### config.mk
export PLATFORM = sky130hd
export DESIGN_NAME = calc_arbiter_flat
export DESIGN_NICKNAME = d
export VERILOG_FILES = /design/src/rtl/calc_arbiter_pkg.sv /design/src/rtl/calc_arbiter_if.sv /design/src/rtl/calc_rr_arbiter.sv /design/src/rtl/calc_arbiter.sv /design/src/flat_wrapper.sv
export SDC_FILE = /design/constraint.sdc
export NUM_CORES = 1
export LEC_CHECK = 0
export ABC_AREA = 1
export CORE_MARGIN = 8
export CORE_UTILIZATION = 49
export DETAILED_ROUTE_END_ITERATION = 10
export PLACE_DENSITY = 0.87
export SYNTH_ARGS = -nofsm -noshare
export SYNTH_HDL_FRONTEND = slang
export SYNTH_HIERARCHICAL = 1
export SYNTH_SLANG_ARGS = --single-unit
### constraint.sdc
create_clock -name clk -period 6.15 [get_ports clk]
set_input_delay 1.23 -clock clk [delete_from_list [all_inputs] [get_ports clk]]
set_output_delay 1.23 -clock clk [all_outputs]
set_load 0.05 [all_outputs]
### src/rtl/calc_arbiter_pkg.sv
// Shared definitions for the calculator arbiter: opcodes, FSM state encoding
// and the fill value used for error results.
package calc_pkg;

    localparam logic [1:0] OP_ADD = 2'b00;
    localparam logic [1:0] OP_SUB = 2'b01;
    localparam logic [1:0] OP_MUL = 2'b10;
    localparam logic [1:0] OP_DIV = 2'b11;

    // Replicated WIDTH times to form the all-ones error result
    localparam logic ERR_FILL = 1'b1;

    typedef enum logic [1:0] {
        ST_IDLE  = 2'b00,
        ST_ISSUE = 2'b01,
        ST_BUSY  = 2'b10,
        ST_RESP  = 2'b11
    } state_t;

    function automatic logic is_div(input logic [1:0] op);
        return (op == OP_DIV);
    endfunction

endpackage

### src/rtl/calc_arbiter_if.sv
// Bundles the requester, ALU and response handshakes of the calculator arbiter.
// master = arbiter side, slave = requesters/ALU/consumer side.
interface calc_arbiter_if #(parameter int WIDTH = 8) ();

    logic [1:0]         req_valid;
    logic [1:0]         req_ready;
    logic [3:0]         req_op;
    logic [2*WIDTH-1:0] req_a;
    logic [2*WIDTH-1:0] req_b;
    logic               alu_start;
    logic [1:0]         alu_op;
    logic [WIDTH-1:0]   alu_a;
    logic [WIDTH-1:0]   alu_b;
    logic               alu_done;
    logic [WIDTH-1:0]   alu_result;
    logic               rsp_valid;
    logic               rsp_ready;
    logic               rsp_id;
    logic [WIDTH-1:0]   rsp_result;
    logic               rsp_err;

    modport master (
        input  req_valid, req_op, req_a, req_b, alu_done, alu_result, rsp_ready,
        output req_ready, alu_start, alu_op, alu_a, alu_b,
               rsp_valid, rsp_id, rsp_result, rsp_err
    );

    modport slave (
        output req_valid, req_op, req_a, req_b, alu_done, alu_result, rsp_ready,
        input  req_ready, alu_start, alu_op, alu_a, alu_b,
               rsp_valid, rsp_id, rsp_result, rsp_err
    );

endinterface

### src/rtl/calc_rr_arbiter.sv
// Two-way round-robin grant; the last winner loses a tie on the next contest.
module calc_rr_arbiter (
    input  logic       clk,
    input  logic       rst,
    input  logic [1:0] i_req,
    input  logic       i_accept,
    output logic       o_grant_id,
    output logic [1:0] o_grant_oh
);

    logic r_last_grant;

    // Combinational winner selection from current requests and history
    always_comb begin
        o_grant_id = 1'b0;
        o_grant_oh = 2'b00;
        case (i_req)
            2'b01:   o_grant_id = 1'b0;
            2'b10:   o_grant_id = 1'b1;
            2'b11:   o_grant_id = ~r_last_grant;
            default: o_grant_id = 1'b0;
        endcase
        if (i_req != 2'b00) begin
            o_grant_oh = o_grant_id ? 2'b10 : 2'b01;
        end else begin
            o_grant_oh = 2'b00;
        end
    end

    // History register; reset to 1 so requester 0 wins the first tie
    always_ff @(posedge clk or posedge rst) begin
        if (rst) begin
            r_last_grant <= 1'b1;
        end else if (i_accept) begin
            r_last_grant <= o_grant_id;
        end else begin
            r_last_grant <= r_last_grant;
        end
    end

endmodule

### src/rtl/calc_arbiter.sv
// Shares one calculator ALU between two requesters: arbitrate, issue, wait
// for completion under a watchdog, then hold the response until consumed.
module calc_arbiter #(
    parameter int WIDTH   = 8,
    parameter int TIMEOUT = 64
) (
    input  logic           clk,
    input  logic           reset,
    calc_arbiter_if.master bus
);
    import calc_pkg::*;

    localparam logic [7:0] WDOG_LAST = 8'(TIMEOUT - 1);

    state_t             r_state;
    logic [7:0]         r_wdog;
    logic               r_alu_start;
    logic [1:0]         r_alu_op;
    logic [WIDTH-1:0]   r_alu_a;
    logic [WIDTH-1:0]   r_alu_b;
    logic               r_rsp_valid;
    logic               r_rsp_id;
    logic [WIDTH-1:0]   r_rsp_result;
    logic               r_rsp_err;

    logic               w_grant_id;
    logic [1:0]         w_grant_oh;
    logic               w_accept;
    logic [1:0]         w_op;
    logic [WIDTH-1:0]   w_a;
    logic [WIDTH-1:0]   w_b;
    logic               w_div0;

    calc_rr_arbiter u_rr (
        .clk        (clk),
        .rst        (reset),
        .i_req      (bus.req_valid),
        .i_accept   (w_accept),
        .o_grant_id (w_grant_id),
        .o_grant_oh (w_grant_oh)
    );

    // Handshake and winner's command selection; ready is gated by reset
    always_comb begin
        w_accept = (r_state == ST_IDLE) && (bus.req_valid != 2'b00) && !reset;
        if (w_accept) begin
            bus.req_ready = w_grant_oh;
        end else begin
            bus.req_ready = 2'b00;
        end
        if (w_grant_id) begin
            w_op = bus.req_op[3:2];
            w_a  = bus.req_a[2*WIDTH-1:WIDTH];
            w_b  = bus.req_b[2*WIDTH-1:WIDTH];
        end else begin
            w_op = bus.req_op[1:0];
            w_a  = bus.req_a[WIDTH-1:0];
            w_b  = bus.req_b[WIDTH-1:0];
        end
        w_div0 = is_div(w_op) && (w_b == {WIDTH{1'b0}});
    end

    assign bus.alu_start  = r_alu_start;
    assign bus.alu_op     = r_alu_op;
    assign bus.alu_a      = r_alu_a;
    assign bus.alu_b      = r_alu_b;
    assign bus.rsp_valid  = r_rsp_valid;
    assign bus.rsp_id     = r_rsp_id;
    assign bus.rsp_result = r_rsp_result;
    assign bus.rsp_err    = r_rsp_err;

    // Operation sequencer with operand latch and completion watchdog
    always_ff @(posedge clk or posedge reset) begin
        if (reset) begin
            r_state      <= ST_IDLE;
            r_wdog       <= 8'd0;
            r_alu_start  <= 1'b0;
            r_alu_op     <= 2'b00;
            r_alu_a      <= {WIDTH{1'b0}};
            r_alu_b      <= {WIDTH{1'b0}};
            r_rsp_valid  <= 1'b0;
            r_rsp_id     <= 1'b0;
            r_rsp_result <= {WIDTH{1'b0}};
            r_rsp_err    <= 1'b0;
        end else begin
            case (r_state)
                ST_IDLE: begin
                    if (w_accept) begin
                        r_rsp_id <= w_grant_id;
                        if (w_div0) begin
                            r_rsp_result <= {WIDTH{1'b0}};
                            r_rsp_err    <= 1'b1;
                            r_rsp_valid  <= 1'b1;
                            r_state      <= ST_RESP;
                        end else begin
                            r_alu_op    <= w_op;
                            r_alu_a     <= w_a;
                            r_alu_b     <= w_b;
                            r_alu_start <= 1'b1;
                            r_state     <= ST_ISSUE;
                        end
                    end
                end
                ST_ISSUE: begin
                    r_alu_start <= 1'b0;
                    r_wdog      <= 8'd0;
                    r_state     <= ST_BUSY;
                end
                ST_BUSY: begin
                    // Completion takes priority over an expiring watchdog
                    if (bus.alu_done) begin
                        r_rsp_result <= bus.alu_result;
                        r_rsp_err    <= 1'b0;
                        r_rsp_valid  <= 1'b1;
                        r_state      <= ST_RESP;
                    end else if (r_wdog == WDOG_LAST) begin
                        r_rsp_result <= {WIDTH{ERR_FILL}};
                        r_rsp_err    <= 1'b1;
                        r_rsp_valid  <= 1'b1;
                        r_state      <= ST_RESP;
                    end else begin
                        r_wdog <= r_wdog + 8'd1;
                    end
                end
                ST_RESP: begin
                    if (bus.rsp_ready) begin
                        r_rsp_valid <= 1'b0;
                        r_state     <= ST_IDLE;
                    end
                end
                default: begin
                    r_state <= ST_IDLE;
                end
            endcase
        end
    end

endmodule

### src/flat_wrapper.sv
// flat-port wrapper written by rule: the top's interface ports become plain ports
module calc_arbiter_flat import calc_pkg::*;
#(
    parameter int WIDTH   = 8,
    parameter int TIMEOUT = 64
)
  (clk, reset, bus_req_valid, bus_req_op, bus_req_a, bus_req_b, bus_alu_done, bus_alu_result, bus_rsp_ready, bus_req_ready, bus_alu_start, bus_alu_op, bus_alu_a, bus_alu_b, bus_rsp_valid, bus_rsp_id, bus_rsp_result, bus_rsp_err);
  calc_arbiter_if #(.WIDTH(WIDTH)) bus_i ();
  input  logic clk;
  input  logic reset;
  input wire logic [$bits(bus_i.req_valid)-1:0] bus_req_valid;
  input wire logic [$bits(bus_i.req_op)-1:0] bus_req_op;
  input wire logic [$bits(bus_i.req_a)-1:0] bus_req_a;
  input wire logic [$bits(bus_i.req_b)-1:0] bus_req_b;
  input wire logic [$bits(bus_i.alu_done)-1:0] bus_alu_done;
  input wire logic [$bits(bus_i.alu_result)-1:0] bus_alu_result;
  input wire logic [$bits(bus_i.rsp_ready)-1:0] bus_rsp_ready;
  output wire logic [$bits(bus_i.req_ready)-1:0] bus_req_ready;
  output wire logic [$bits(bus_i.alu_start)-1:0] bus_alu_start;
  output wire logic [$bits(bus_i.alu_op)-1:0] bus_alu_op;
  output wire logic [$bits(bus_i.alu_a)-1:0] bus_alu_a;
  output wire logic [$bits(bus_i.alu_b)-1:0] bus_alu_b;
  output wire logic [$bits(bus_i.rsp_valid)-1:0] bus_rsp_valid;
  output wire logic [$bits(bus_i.rsp_id)-1:0] bus_rsp_id;
  output wire logic [$bits(bus_i.rsp_result)-1:0] bus_rsp_result;
  output wire logic [$bits(bus_i.rsp_err)-1:0] bus_rsp_err;
  assign bus_i.req_valid = bus_req_valid;
  assign bus_i.req_op = bus_req_op;
  assign bus_i.req_a = bus_req_a;
  assign bus_i.req_b = bus_req_b;
  assign bus_i.alu_done = bus_alu_done;
  assign bus_i.alu_result = bus_alu_result;
  assign bus_i.rsp_ready = bus_rsp_ready;
  assign bus_req_ready = bus_i.req_ready;
  assign bus_alu_start = bus_i.alu_start;
  assign bus_alu_op = bus_i.alu_op;
  assign bus_alu_a = bus_i.alu_a;
  assign bus_alu_b = bus_i.alu_b;
  assign bus_rsp_valid = bus_i.rsp_valid;
  assign bus_rsp_id = bus_i.rsp_id;
  assign bus_rsp_result = bus_i.rsp_result;
  assign bus_rsp_err = bus_i.rsp_err;
  calc_arbiter #(.WIDTH(WIDTH), .TIMEOUT(TIMEOUT)) u_core (.clk(clk), .reset(reset), .bus(bus_i));
endmodule
==> run_results.csv, run 1 <==
group,metric,value,unit
route,ant_nets,0,
yosys,syn_area,2330,um2
timing,drv_slew,0,
critical_path,crit_path_end,"bus_req_ready[1]",
critical_path,max_stage_delay,0.82,ns
final_layout,final_cell_mix,"147 x nand2_1, 81 x clkdlybuf4s50_1, 40 x dfrtp_1",
cts,cts_tree,"built",
timing,slew_headroom,0.513,
critical_path,cp_slowest_cell,"clkdlybuf4s50_1",
critical_path,worstPathArrival,3.43,ns
yosys,synth_cell_type_count,28,
placement,io_buffer_count,81,
die,die_area,7220,um2
cts,cts_setup_buffers,0,
yosys,synth_area_leader_cell,"dfrtp_1",
final_layout,multiInputGateArea,1080,um2
cts,numCtsBuffers,5,
yosys,ys_async_sr_fraction,1.00,
yosys,ys_ff_latch,41,
final_layout,drive_above_1_share,0.0647,
yosys,syn_inst,321,
final_layout,n_antenna_cell,0,
route,drt_iter0_markers,107,
cts,cts_hold_buf,0,
grt,grt_pass1_vias,2203,
cts,htree_levels,2,
critical_path,crit_path_cell_trace,"clkdlybuf4s50_1, inv_1, buf_4, nand3_1, nor2_1, clkdlybuf4s50_1",
cts,worstSkewPairLatency,0.29,ns
run_status,status,"finished clean",
critical_path,critPathLaunchType,"primary input",
route,wirelength,5.72,mm
placement,dp_hpwl,4.44,mm
timing,post-route-period-util,0.758,
final_layout,regArea,1030,um2
yosys,syn_avg_cell_area,7.26,um2
critical_path,worstPathRequired,4.92,ns
placement,pre_cts_ws,1.45,ns
critical_path,cp-startpoint,"reset",
critical_path,ff2ff_path_depth,12,
timing,fin_worst_skew,0.00668,ns
final_layout,fin_nets,458,
grt,grt_start_max_net_pins,42,
cts,cts-root-buf,"clkbuf_8",
timing,worst_slack,1.49,ns
grt,grtUsageTotal,0.168,
route,firstDrtPassIters,4,
grt,grt_pass1_wl,10.1,mm
die,pin_count,82,
die,start_util,0.500,
critical_path,reg2reg_to,"u_core/bus.alu_a[3]",
yosys,yosysSeqAreaShare,0.441,
hold_path,min_path_cells,2,
final_layout,fillCellCount,382,
critical_path,r2r_start,"u_core/u_rr/r_last_grant",
final_layout,final_common_cell,"nand2_1",
yosys,yosys_warnings,6,
critical_path,cp-end-kind,"output port",
route,vias,2179,
critical_path,r2r_slack,3.68,ns
timing,hold_viol_final,0,
critical_path,crit_top_cell,"clkdlybuf4s50_1",
timing,tightest_slew,0.731,ns
placement,place_inst,449,
critical_path,path_max_fanout,41,
yosys,yosys.area.top_type_share,0.430,
grt,grt_overflow,0,
timing,max_freq,214,MHz
die,core,4660,um2
critical_path,crit_type,"primary input to output port",
final_layout,syn_to_final_growth,39.1,%
die,row_count,25,
timing,setup_viol,0,
placement,gp_congestion,0.794,
cts,ctsResizeCount,0,
yosys,synth_edf_count,0,
route,viasPerCell,4.78,
timing,rsz0062_at_grt,"false",
die,die_y,85.0,um
hold_path,hp-class,"flop to flop",
pwr,total_leakage_power,1.68,nW
pwr,power_density,466,nW/um2
final_layout,instances_no_fill,456,
route,drc,0,
timing,fin_tns_setup,0,ns
cts,clockBufferDepth,2,
timing,period_needed,4.66,ns
yosys,synth.top_cells.by_area,"dfrtp_1 43%, nand2_1 24%, inv_1 5.6%",
route,wl_per_cell,12.5,um
yosys,synthFlopType,"dfrtp_1",
grt,antenna_found_initial,0,
cts,path_clk_slew,0.08,ns
cts,clock-sinks,41,
die,die_w,85.0,um
yosys,synth_nets,377,
pwr,vdd_drop_max,0.267,mV
run,cap_violations,0,
==> worst max-delay path: cells and delay by family <==
kind / cells / cell delay [ns]
buffers and inverters: 4 / 1.72
AND/OR/NAND/NOR: 2 / 0.47
==> routing by layer <==
layer	GRT usage	part of all wire	wire length, um
met2	0.270	0.46	2640
met3	0.0647	0.086	493
met5	0	0	0
met1	0.196	0.43	2440
met4	0.0696	0.026	148
==> stage by stage <==
stage	area [um2]	total power, mW	hold WS (ns)	util
2_1_floorplan	2330	1.05	0.447	-
3_3_place_gp	3140	1.29	0.456	0.673
3_5_place_dp	3140	1.31	0.457	0.673
4_1_cts	3240	1.52	0.477	0.695
5_1_grt	3240	1.61	0.501	0.695
6_report	3240	1.51	0.472	0.695
==> how the worst min path moves through the flow <==
| stage | start | endpoint | slack, ns |
|---|---|---|---|
| finish | u_core/bus.alu_b[6] | u_core/bus.alu_b[6] | 0.47 |
| global route | u_core/bus.rsp_result[3] | u_core/bus.rsp_result[3] | 0.50 |
| CTS | u_core/bus.alu_b[6] | u_core/bus.alu_b[6] | 0.48 |
| detailed placement | u_core/bus.alu_b[6] | u_core/bus.alu_b[6] | 0.46 |
| global placement | u_core/bus.rsp_result[1] | u_core/bus.rsp_result[1] | 0.46 |
| floorplan | u_core/u_rr/r_last_grant | u_core/u_rr/r_last_grant | 0.45 |
==> final cells by class <==
type,instances,area share
clock buffer,5,0.0212
tap,54,0.0208
sequential,41,0.317
inverter,38,0.0448
clock inverter,2,0.0108
multi-input combinational,234,0.333
timing repair buffer,82,0.253
==> logic make-up (layout without fill, tap and decap cells) <==
group           count (synthesis)  in the layout  synth area share
simple gates                  201            201             0.371
fa+ha+maj                       6              6            0.0322
buf+inv                        46            127            0.0961
flops                          41             41             0.441
compound gates                 27             27            0.0602
==> where the power goes <==
part | leakage, nW | switching (mW) | internal (mW)
Combinational | 1.10 | 0.589 | 0.284
Sequential | 0.526 | 0.0603 | 0.371
Clock | 0.0540 | 0.0875 | 0.118
==> synthesized netlist by cell type, types with 2 or more instances <==
library cell    n
o21ai_0         6
nor3_1          3
nor2_1         15
dfrtp_1        40
o21ai_1         6
inv_2           2
buf_6           6
a21oi_1        13
nand2_2         6
nor2_2          2
or2_2           2
nand2_1       147
nand4_1         2
ha_1            6
nand3_1        17
and2_1          2
inv_1          35
==> registers in the layout, summed over array words and instances (netlist names) <==
signal,cells
u_core/bus.alu_a,8
u_core/bus.alu_b,8
u_core/bus.rsp_result,8
u_core/r_wdog,8
u_core/bus.alu_op,2
u_core/r_state,2
u_core/bus.alu_start,1
u_core/bus.rsp_err,1
u_core/bus.rsp_id,1
u_core/bus.rsp_valid,1
u_core/u_rr/r_last_grant,1
(Power assumes the default switching activity.)
==> inputs of run 2 (changes only) <==
Settings changed: CORE_UTILIZATION 49 to 41, PLACE_DENSITY 0.87 to 0.78.
Clock period 6.15 ns to 4 ns, I/O delays scaled along.
==> run 2 against run 1 <==
Compared with the run above: die area grew 16%; critical path depth grew 6; sequential power grew 55%; sequential share of layout area shrank 0.53 points.
==> run_results.csv, run 2 (same netlist as run 1, synthesis figures left out) <==
group,metric,value,unit
run_status,status,"finished clean",
critical_path,worstPathArrival,3.24,ns
grt,grtUsageTotal,0.149,
final_layout,n_antenna_cell,0,
route,viasPerCell,4.77,
hold_path,holdPathEnd,"u_core/u_rr/r_last_grant",
timing,tightest_slew,0.731,ns
critical_path,cp-end-kind,"flop",
route,wirelength,6.10,mm
grt,grt_pass1_vias,2334,
critical_path,path_buf_inv,3,
placement,io_buffer_count,81,
critical_path,ff2ff_path_depth,12,
pwr,finalPower,2.36,mW
timing,hold_viol_final,0,
placement,pre_cts_ws,0.647,ns
critical_path,cp_slowest_cell,"and2_1",
pwr,total_leakage_power,1.69,nW
cts,path_clk_slew,0.08,ns
final_layout,drive_above_1_share,0.0695,
timing,drv_slew,0,
cts,clock-sinks,41,
critical_path,critPathLaunchType,"primary input",
timing,rsz0062_at_grt,"false",
pwr,vdd_drop_max,0.397,mV
placement,dp_hpwl,4.66,mm
route,firstDrtPassIters,4,
cts,htree_levels,2,
final_layout,syn_to_final_growth,41.5,%
critical_path,path_delay_family,"simple AND/OR/NAND/NOR gates",
route,wl_per_cell,12.8,um
timing,fin_tns_setup,0,ns
critical_path,reg2reg_to,"u_core/bus.alu_a[6]",
grt,grt_pass1_wl,10.5,mm
placement,gp_congestion,0.761,
cts,cts_hold_buf,0,
cts,numCtsBuffers,5,
final_layout,final_cell_mix,"147 x nand2_1, 79 x clkdlybuf4s50_1, 40 x dfrtp_1",
critical_path,cp-startpoint,"bus_req_valid[0]",
critical_path,crit_path_cell_trace,"clkdlybuf4s50_1, nand2_1, and2_1, inv_4, nand2_1, nand2_1, nor2_4, nand3_4, nand2_4, inv_2, nand2_1, nand2_1",
critical_path,crit_top_cell,"nand2_1",
route,drc,0,
run,cap_violations,0,
timing,period_needed,3.05,ns
die,core,5510,um2
final_layout,instances_no_fill,475,
die,row_count,27,
final_layout,fin_nets,458,
pwr,power_density,715,nW/um2
route,ant_nets,0,
grt,grt_overflow,0,
final_layout,final_common_cell,"nand2_1",
cts,ctsResizeCount,0,
timing,post-route-period-util,0.762,
grt,antenna_found_initial,0,
critical_path,r2r_slack,1.49,ns
hold_path,min_path_cells,2,
hold_path,hp-class,"flop to flop",
timing,slew_headroom,0.513,
critical_path,path_max_fanout,26,
critical_path,r2r_start,"u_core/u_rr/r_last_grant",
cts,worstSkewPairLatency,0.29,ns
timing,setup_viol,0,
cts,clockBufferDepth,2,
timing,max_freq,328,MHz
die,die_w,91.4,um
route,drt_iter0_markers,116,
timing,fin_worst_skew,0.00708,ns
critical_path,cp.depth,12,
timing,worst_slack,0.951,ns
die,die_area,8350,um2
die,start_util,0.423,
hold_path,hold_start,"u_core/u_rr/r_last_grant",
cts,cts-root-buf,"clkbuf_8",
route,vias,2264,
placement,place_inst,467,
critical_path,max_stage_delay,0.61,ns
cts,cts_tree,"built",
cts,cts_setup_buffers,0,
die,pin_count,82,
die,die_y,91.4,um
critical_path,worstPathRequired,4.19,ns
grt,grt_start_max_net_pins,41,
critical_path,crit_type,"primary input to flop",
## run 2: power breakdown
part	total [mW]	internal, mW	switching [mW]
logic	1.34	0.440	0.905
clock network	0.345	0.204	0.142
registers	0.667	0.570	0.0972
total	2.36	1.21	1.14
## run 2: how the worst max path moves through the flow
stage | endpoint | slack (ns)
after floorplan | bus_req_ready[0] | 0.50
after global placement | u_core/bus.alu_a[1] | 0.73
after detailed placement | u_core/bus.alu_a[0] | 0.65
after CTS | u_core/bus.alu_a[5] | 0.96
after global routing | u_core/bus.alu_a[5] | 0.71
final | u_core/bus.alu_a[6] | 0.95
## run 2: worst reg2reg max path, cell delays in order, from the launching register on
cell and delay [ns]:
dfstp_2 0.54, nand2_1 0.08, and2_1 0.39, inv_4 0.30
nand2_1 0.08, nand2_1 0.09, nand2_1 0.07, nor2_2 0.17
nand3_4 0.12, nand2_4 0.26, inv_2 0.18, nand2_1 0.11
nand2_1 0.05
## run 2: metal layers
layer	vias to the layer above	share of wire	wire length, um	global-route usage
li1	1138	-	-	-
met1	1026	0.43	2620	0.165
met2	89	0.47	2870	0.258
met3	11	0.083	507	0.0568
met4	0	0.016	95	0.0464
met5	-	0	0	0
## run 2: layout make-up
class | count | area [um2]
flip-flops and latches | 41 | 1030
fillers | 523 | 2210
clock inverters | 1 | 30.0
clock buffers | 7 | 86.3
repair buffers | 82 | 838
multi-input cells | 234 | 1080
well taps | 72 | 90.1
inverters | 38 | 145
## run 2: stage by stage
step	utilization	cell area (um2)	hold WS, ns
after detailed placement	0.577	3180	0.460
after global placement	0.577	3180	0.459
after global routing	0.599	3300	0.496
after CTS	0.599	3300	0.472
final	0.599	3300	0.471
after floorplan	-	2330	0.447
==> inputs of run 3 (changes only) <==
Settings changed: CORE_UTILIZATION 41 to 45, PLACE_DENSITY 0.78 to 0.81.
Clock period 4 ns to 3 ns, I/O delays scaled along.
==> run 3 against run 2 <==
Compared with the run above: clock skew shrank 0.0013 ns; critical path depth grew 1; combinational power increased by 34%; flip-flop and latch count did not move; critical path type unchanged; highest routed layer unchanged.
==> run_results.csv, run 3 (same netlist as run 1, synthesis figures left out) <==
group,metric,value,unit
critical_path,crit_type,"primary input to flop",
cts,cts_tree,"built",
die,core,5040,um2
placement,gp_congestion,0.826,
timing,drv_slew,0,
final_layout,fin_nets,460,
final_layout,drive_above_1_share,0.0716,
critical_path,critPathLaunchType,"primary input",
grt,grt_start_max_net_pins,41,
route,wl_per_cell,12.1,um
route,drt_iter0_markers,50,
placement,dp_hpwl,4.50,mm
pwr,total_leakage_power,1.67,nW
pwr,power_frac_clock,0.111,
timing,holdWs,0.478,ns
critical_path,reg2reg_to,"u_core/bus.rsp_result[6]",
pwr,finalPower,3.01,mW
critical_path,cp-end-kind,"flop",
route,wirelength,5.74,mm
critical_path,r2r_slack,0.88,ns
cts,htree_levels,2,
cts,numCtsBuffers,5,
die,row_count,26,
cts,ctsResizeCount,0,
pwr,pwr-share-seq,0.294,
grt,grt_pass1_wl,9.72,mm
pwr,internal-power,1.51,mW
cts,cts_setup_buffers,0,
timing,tightest_slew,0.538,ns
grt,grt_pass1_vias,2269,
placement,io_buffer_count,81,
timing,fin_worst_skew,0.00576,ns
pwr,switching_share,0.497,
grt,grt_overflow,0,
cts,cts_hold_buf,0,
cts,worstSkewPairLatency,0.28,ns
die,start_util,0.462,
pwr,vdd_drop_max,0.451,mV
critical_path,ff2ff_path_depth,12,
final_layout,final_common_cell,"nand2_1",
timing,slew_headroom,0.640,
critical_path,worstPathRequired,3.18,ns
die,die_area,7740,um2
route,vias,2197,
hold_path,min_path_cells,2,
critical_path,path_max_fanout,18,
timing,max_freq,405,MHz
timing,post-route-period-util,0.823,
cts,clock-sinks,41,
critical_path,r2r_start,"u_core/u_rr/r_last_grant",
cts,cts-root-buf,"clkbuf_8",
grt,antenna_found_initial,0,
cts,path_clk_slew,0.07,ns
route,firstDrtPassIters,4,
die,die_y,88.0,um
route,ant_nets,0,
route,viasPerCell,4.63,
die,die_w,88.0,um
pwr,power_switching,1.49,mW
pwr,pwr-share-comb,0.595,
timing,rsz0062_at_grt,"false",
cts,clockBufferDepth,2,
hold_path,hold_start,"u_core/u_rr/r_last_grant",
final_layout,syn_to_final_growth,39.5,%
run,cap_violations,0,
final_layout,final_cell_mix,"147 x nand2_1, 79 x clkdlybuf4s50_1, 40 x dfrtp_1",
timing,period_needed,2.47,ns
grt,grtUsageTotal,0.157,
die,pin_count,82,
timing,fin_tns_setup,0,ns
timing,hold_viol_final,0,
timing,setup_viol,0,
critical_path,worstPathArrival,2.65,ns
route,drc,0,
run_status,status,"finished clean",
final_layout,n_antenna_cell,0,
pwr,power_density,925,nW/um2
hold_path,hp-class,"flop to flop",
hold_path,holdPathEnd,"u_core/u_rr/r_last_grant",
==> run 3: changes by cell type in the layout (fill, tap and decap cells not counted), sizes merged <==
cell	before	now
buf	3	5
bufinv	1	0
clkbuf	7	8
clkinvlp	0	1
inv	38	37
==> run 3: metal layers <==
metal / part of all wire / up-vias / GRT usage
met1: 0.42 / 971 / 0.172
met4: 0.0089 / 0 / 0.0469
met5: 0 / - / 0
met2: 0.48 / 72 / 0.267
li1: - / 1148 / -
met3: 0.095 / 6 / 0.0685
==> run 3: how the worst max path moves through the flow <==
stage               cells past startpoint        startpoint  slack [ns]                        to
floorplan                               3             reset        0.40          bus_req_ready[0]
global placement                       13  bus_req_valid[0]        0.31      u_core/bus.alu_op[0]
detailed placement                     13  bus_req_valid[0]        0.23       u_core/bus.alu_a[4]
CTS                                    13  bus_req_valid[0]        0.54       u_core/bus.alu_a[4]
global route                           13  bus_req_valid[0]        0.33  u_core/bus.rsp_result[4]
finish                                 13  bus_req_valid[0]        0.53  u_core/bus.rsp_result[6]
==> run 3: worst max-delay path: stages <==
cell,delay (ns)
clkdlybuf4s50_1,0.45
nand2_1,0.13
and2_1,0.21
buf_4,0.24
nand2_1,0.07
nand2_1,0.08
nand2_1,0.06
nor2_2,0.15
nand3_4,0.12
nand2_2,0.20
nand2_2,0.17
nand2_1,0.10
nand2_1,0.05
==> run 3: power groups by stage <==
stage,sequential (mW),clock (mW),combinational (mW)
2_1_floorplan,1.43,0,0.715
3_3_place_gp,0.889,0,1.77
3_5_place_dp,0.890,0,1.80
4_1_cts,0.886,0.345,1.81
5_1_grt,0.910,0.376,1.95
6_report,0.885,0.333,1.79
==> run 3: metrics by stage <==
stage	utilization	cell area [um2]	cells	worst slack, ns
after floorplan	-	2330	321	0.402
after global placement	0.629	3170	467	0.313
after detailed placement	0.629	3170	467	0.235
after CTS	0.645	3250	475	0.540
after global routing	0.645	3250	475	0.327
final	0.645	3250	475	0.531
==> run 3: final cells by class <==
cell class                      instances  area (um2)
Tap cell                               70        87.6
Timing Repair Buffer                   84         828
Inverter                               38         149
Sequential cell                        41        1030
Fill cell                             449        1790
Multi-Input combinational cell        234        1080
Clock buffer                            8        80.1
